<file path="config.mk">
export PLATFORM = sky130hd
export DESIGN_NAME = mbist_resp_cmp
export DESIGN_NICKNAME = d
export VERILOG_FILES = /design/src/rtl/mbist_resp_cmp.sv
export SDC_FILE = /design/constraint.sdc
export NUM_CORES = 1
export LEC_CHECK = 0
export ABC_AREA = 1
export ABC_CLOCK_PERIOD_IN_PS = 4150
export CORE_AREA = 4 4 67 69
export CTS_CLUSTER_SIZE = 10
export DETAILED_ROUTE_END_ITERATION = 16
export DIE_AREA = 0 0 71 73
export PLACE_DENSITY = 0.86
export SETUP_SLACK_MARGIN = 0.2
export SYNTH_ARGS = -nofsm -noshare
export SYNTH_HDL_FRONTEND = slang
export SYNTH_SLANG_ARGS = --single-unit
</file>
<file path="constraint.sdc">
create_clock -name clk -period 4.15 [get_ports clk]
set_input_delay 0.415 -clock clk [delete_from_list [all_inputs] [get_ports clk]]
set_output_delay 0.415 -clock clk [all_outputs]
set_load 0.01 [all_outputs]
</file>
<file path="src/rtl/mbist_resp_cmp.sv">
`timescale 1ns/1ps
// mbist_resp_cmp: response checker for the MBIST checkerboard engine.
// Delays each read by the memory latency, compares it with the expected pattern and records the first failure.
module mbist_resp_cmp #(
    parameter int ADDR_W = 8,
    parameter int DATA_W = 4,
    parameter int RD_LAT = 1,
    parameter int ERR_W  = 8
) (
    input  logic              clk,
    input  logic              rst,
    input  logic              en_in,
    input  logic              w_en_in,
    input  logic [ADDR_W-1:0] addr_in,
    input  logic [DATA_W-1:0] exp_in,
    input  logic              last_in,
    input  logic [DATA_W-1:0] mem_dout,
    output logic              busy_out,
    output logic              done_out,
    output logic              fail_out,
    output logic [ERR_W-1:0]  err_cnt_out,
    output logic [ADDR_W-1:0] fail_addr_out,
    output logic [DATA_W-1:0] fail_exp_out,
    output logic [DATA_W-1:0] fail_act_out
);

    typedef enum logic [1:0] {
        S_IDLE  = 2'd0,
        S_RUN   = 2'd1,
        S_DRAIN = 2'd2,
        S_DONE  = 2'd3
    } state_t;

    localparam logic [2:0]       DRAIN_LAST = 3'(RD_LAT - 1);
    localparam logic [ERR_W-1:0] ERR_MAX    = {ERR_W{1'b1}};
    localparam logic [ERR_W-1:0] ERR_ONE    = ERR_W'(1);

    state_t            state_q, state_d;
    logic [2:0]        drain_cnt_q, drain_cnt_d;
    logic [RD_LAT-1:0] vld_q, vld_d;
    logic [ADDR_W-1:0] addr_q [RD_LAT];
    logic [ADDR_W-1:0] addr_d [RD_LAT];
    logic [DATA_W-1:0] exp_q  [RD_LAT];
    logic [DATA_W-1:0] exp_d  [RD_LAT];

    logic              fail_q, fail_d;
    logic [ERR_W-1:0]  err_cnt_q, err_cnt_d;
    logic [ADDR_W-1:0] fail_addr_q, fail_addr_d;
    logic [DATA_W-1:0] fail_exp_q, fail_exp_d;
    logic [DATA_W-1:0] fail_act_q, fail_act_d;
    logic              busy_q, busy_d;
    logic              done_q, done_d;

    logic              rd_stb_s;
    logic              cmp_vld_s;
    logic              mism_s;

    assign rd_stb_s  = (state_q == S_RUN) & en_in & ~w_en_in;
    assign cmp_vld_s = vld_q[RD_LAT-1];
    // Gating with the valid bit keeps undriven read data out of the result.
    assign mism_s    = cmp_vld_s & (exp_q[RD_LAT-1] != mem_dout);

    // Read pipeline: stage 0 captures the strobe, later stages shift toward the compare point.
    always_comb begin
        vld_d     = '0;
        addr_d    = '{default: '0};
        exp_d     = '{default: '0};
        vld_d[0]  = rd_stb_s;
        addr_d[0] = addr_in;
        exp_d[0]  = exp_in;
        for (int i = 1; i < RD_LAT; i++) begin
            vld_d[i]  = vld_q[i-1];
            addr_d[i] = addr_q[i-1];
            exp_d[i]  = exp_q[i-1];
        end
    end

    // Pass FSM plus result update; entering a pass clears results after any compare update.
    always_comb begin
        state_d     = state_q;
        drain_cnt_d = drain_cnt_q;
        fail_d      = fail_q;
        err_cnt_d   = err_cnt_q;
        fail_addr_d = fail_addr_q;
        fail_exp_d  = fail_exp_q;
        fail_act_d  = fail_act_q;

        if (mism_s) begin
            fail_d = 1'b1;
            if (err_cnt_q != ERR_MAX) begin
                err_cnt_d = err_cnt_q + ERR_ONE;
            end else begin
                err_cnt_d = err_cnt_q;
            end
            if (!fail_q) begin
                fail_addr_d = addr_q[RD_LAT-1];
                fail_exp_d  = exp_q[RD_LAT-1];
                fail_act_d  = mem_dout;
            end else begin
                fail_addr_d = fail_addr_q;
                fail_exp_d  = fail_exp_q;
                fail_act_d  = fail_act_q;
            end
        end else begin
            fail_d = fail_q;
        end

        case (state_q)
            S_IDLE: begin
                if (en_in) begin
                    state_d     = S_RUN;
                    fail_d      = 1'b0;
                    err_cnt_d   = '0;
                    fail_addr_d = '0;
                    fail_exp_d  = '0;
                    fail_act_d  = '0;
                end else begin
                    state_d = S_IDLE;
                end
            end
            S_RUN: begin
                if (last_in || !en_in) begin
                    state_d     = S_DRAIN;
                    drain_cnt_d = 3'd0;
                end else begin
                    state_d = S_RUN;
                end
            end
            S_DRAIN: begin
                if (drain_cnt_q == DRAIN_LAST) begin
                    state_d     = S_DONE;
                    drain_cnt_d = 3'd0;
                end else begin
                    drain_cnt_d = drain_cnt_q + 3'd1;
                end
            end
            S_DONE: begin
                if (!en_in) begin
                    state_d = S_IDLE;
                end else begin
                    state_d = S_DONE;
                end
            end
            default: begin
                state_d     = S_IDLE;
                drain_cnt_d = 3'd0;
            end
        endcase

        busy_d = (state_d == S_RUN) || (state_d == S_DRAIN);
        done_d = (state_d == S_DONE);
    end

    // State, pipeline and result registers with synchronous reset.
    always_ff @(posedge clk) begin
        if (rst) begin
            state_q     <= S_IDLE;
            drain_cnt_q <= 3'd0;
            vld_q       <= '0;
            for (int i = 0; i < RD_LAT; i++) begin
                addr_q[i] <= '0;
                exp_q[i]  <= '0;
            end
            fail_q      <= 1'b0;
            err_cnt_q   <= '0;
            fail_addr_q <= '0;
            fail_exp_q  <= '0;
            fail_act_q  <= '0;
            busy_q      <= 1'b0;
            done_q      <= 1'b0;
        end else begin
            state_q     <= state_d;
            drain_cnt_q <= drain_cnt_d;
            vld_q       <= vld_d;
            for (int i = 0; i < RD_LAT; i++) begin
                addr_q[i] <= addr_d[i];
                exp_q[i]  <= exp_d[i];
            end
            fail_q      <= fail_d;
            err_cnt_q   <= err_cnt_d;
            fail_addr_q <= fail_addr_d;
            fail_exp_q  <= fail_exp_d;
            fail_act_q  <= fail_act_d;
            busy_q      <= busy_d;
            done_q      <= done_d;
        end
    end

    assign busy_out      = busy_q;
    assign done_out      = done_q;
    assign fail_out      = fail_q;
    assign err_cnt_out   = err_cnt_q;
    assign fail_addr_out = fail_addr_q;
    assign fail_exp_out  = fail_exp_q;
    assign fail_act_out  = fail_act_q;

endmodule
</file>
==> results.json <==
{
  "status": "finished, final reports clean",
  "p_total_mw": 0.900,
  "cts_made_buffers": 5,
  "fin_util": 0.653,
  "worstPathCellList": "clkdlybuf4s50_1 -> inv_1 -> nand2_1 -> inv_1 -> o21ai_0 -> a21oi_1",
  "ys_ff_latch": 45,
  "synth_edf_count": 0,
  "rsz0062_at_grt": "false",
  "r2r_start": "drain_cnt_q[0]",
  "grt_overflow_total": 0,
  "syn_to_final_growth_pct": 30.8,
  "slew_headroom": 0.519,
  "slowest_delay_ns": 0.78,
  "dp_cells": 375,
  "synthesis.area_um2": 1950,
  "route.vias.total": 1718,
  "layout_commonest_cell": "nand2_1",
  "syn-num-nets": 310,
  "startpoint_type": "primary input",
  "path_depth": 6,
  "htree_levels": 2,
  "ys_warn_count": 0,
  "die-area_um2": 5180,
  "critPathKind": "primary input to flop",
  "ant_nets": 0,
  "fmax_mhz": 488,
  "grt_pass1_wl_um": 6420,
  "grt_max_degree": 33,
  "nNetsFinal": 357,
  "stdcell_area_um2": 2560,
  "path_buf_inv": 3,
  "dp_hpwl_um": 2780,
  "cp-startpoint": "rst",
  "cts_tree": "built",
  "end_kind": "flop",
  "ctsResizeCount": 0,
  "setup.worst_path.end": "err_cnt_out[6]",
  "coreArea_um2": 3910,
  "ys_types": 23,
  "cts.clk_slew.worst_paths_ns": 0.09,
  "reg2reg_depth": 9,
  "worst_pin_slew_ns": 0.720,
  "finalClockSkew_ns": 0.00604,
  "powerDensity_nw_per_um2": 352,
  "place_area_um2": 2440,
  "clock_latency_ns": 0.30,
  "drt-total-wl_um": 3910,
  "antenna_found_initial": 0,
  "crit_fanout": 22,
  "r2r-end": "busy_out",
  "portBuffers": 47,
  "first_pass_iters": 4,
  "p_leak_nw": 1.27,
  "routabilityCongestion": 0.813,
  "grt_usage": 0.159,
  "hold_path_class": "flop to flop",
  "finalSetupViolations": 0,
  "slowest_stage": "clkdlybuf4s50_1",
  "cp_data_required_time_ns": 4.38,
  "num_rows": 23,
  "maxCapViolations": 0,
  "drv_slew": 0,
  "diodes": 0,
  "peakVddDrop_uv": 237,
  "via_per_inst": 4.49,
  "ys.flop_type": "dfxtp_1",
  "syn_inst": 285,
  "cts_setup_buffers": 0,
  "ys_seq_area_frac": 0.461,
  "die_x_um": 71,
  "crit_arrival_ns": 2.28,
  "drive_gt1_frac": 0.0420,
  "cpLargestDelayFamily": "buffers and inverters",
  "drcViolationCount": 0,
  "finalHoldViolations": 0,
  "async_flop_share": 0,
  "fillers": 352,
  "r2r_slack_ns": 2.51,
  "layout_common_cells": "nand2_1 (69), nor2_1 (61), inv_1 (59)",
  "wl_per_cell_um": 10.2,
  "grt_pass1_vias": 1531,
  "syn_area_per_cell_um2": 6.86,
  "stdcell_count": 383,
  "min_period_ns": 2.05,
  "cts_max_path_buffers": 2,
  "post-route-period-util": 0.494,
  "cts-hold-fix-buffers": 0,
  "die_y_um": 73,
  "initial_core_util": 0.499,
  "cp_common_cell": "inv_1",
  "cts_sinks": 45,
  "cts_root_buf": "clkbuf_8",
  "drt_iter0_drc": 116,
  "ios": 48,
  "finalSetupTns_ns": 0
}
power by group:
group,switching [mW],internal [mW]
Sequential,0.00849,0.447
Clock,0.152,0.196
Combinational,0.0511,0.0458
Total,0.211,0.689
cells in the mapped netlist (3+ instances only):
| cell type | count | share of area |
|---|---|---|
| a21oi_1 | 9 | 0.023 |
| buf_6 | 3 | 0.017 |
| dfxtp_1 | 45 | 0.46 |
| ha_1 | 4 | 0.026 |
| inv_1 | 59 | 0.11 |
| nand2_1 | 69 | 0.13 |
| nand3_1 | 9 | 0.023 |
| nor2_1 | 61 | 0.12 |
| o21ai_0 | 5 | 0.013 |
| xor2_1 | 3 | 0.013 |
tightest hold or removal path, cell delays in order (launching register included):
cell     delay (ns)
dfxtp_1        0.31
nor2_1         0.04
nor2_1         0.08
per-layer routing:
layer,vias up,share of wire,track usage
li1,930,-,-
met5,-,0,0
met2,50,0.49,0.264
met1,732,0.43,0.180
met3,6,0.070,0.0592
met4,0,0.015,0.0793
area by class of cell:
class	instances	area, µm²	share of cell area
Sequential cell	45	901	0.352
Tap cell	50	62.6	0.0245
Inverter	60	225	0.0881
Multi-Input combinational cell	173	777	0.304
Clock inverter	2	37.5	0.0147
Clock buffer	6	82.6	0.0323
Timing Repair Buffer	47	470	0.184
metrics by stage:
stage          hold WS [ns]  worst slack (ns)
6_report              0.457              2.10
5_1_grt               0.484              1.86
4_1_cts               0.464              2.08
3_5_place_dp          0.448              1.76
3_3_place_gp          0.434              1.82
2_1_floorplan         0.431              2.70
sequential cells by signal, summed over array words and instances, names as in the netlist:
signal         count
addr_q             8
busy_out           1
cmp_vld_s          1
done_out           1
drain_cnt_q        3
err_cnt_out        8
exp_q              4
fail_act_out       4
fail_addr_out      8
fail_exp_out       4
fail_out           1
state_q            2
how the worst min path moves through the flow:
stage / cells after the start / to / slack (ns) / from
global route: 2 / fail_addr_out[2] / 0.48 / addr_q[0][2]
CTS: 2 / fail_addr_out[6] / 0.46 / addr_q[0][6]
detailed placement: 2 / fail_addr_out[4] / 0.45 / addr_q[0][4]
finish: 2 / fail_addr_out[6] / 0.46 / addr_q[0][6]
floorplan: 2 / fail_addr_out[0] / 0.43 / addr_q[0][0]
global placement: 2 / fail_addr_out[2] / 0.43 / addr_q[0][2]
cell families (layout without fill, tap and decap cells):
| kind of cell | Yosys count | after routing | synth area share |
|---|---|---|---|
| and+or+nand+nor | 149 | 149 | 0.312 |
| DFF | 45 | 45 | 0.461 |
| buffers and inverters | 67 | 115 | 0.141 |
| adders and majority gates | 4 | 4 | 0.0256 |
| xor gates and xnor gates | 3 | 3 | 0.0134 |
| AOI/OAI and AO/OA | 17 | 17 | 0.0467 |
Note: power is estimated with default switching activity, not from simulation.
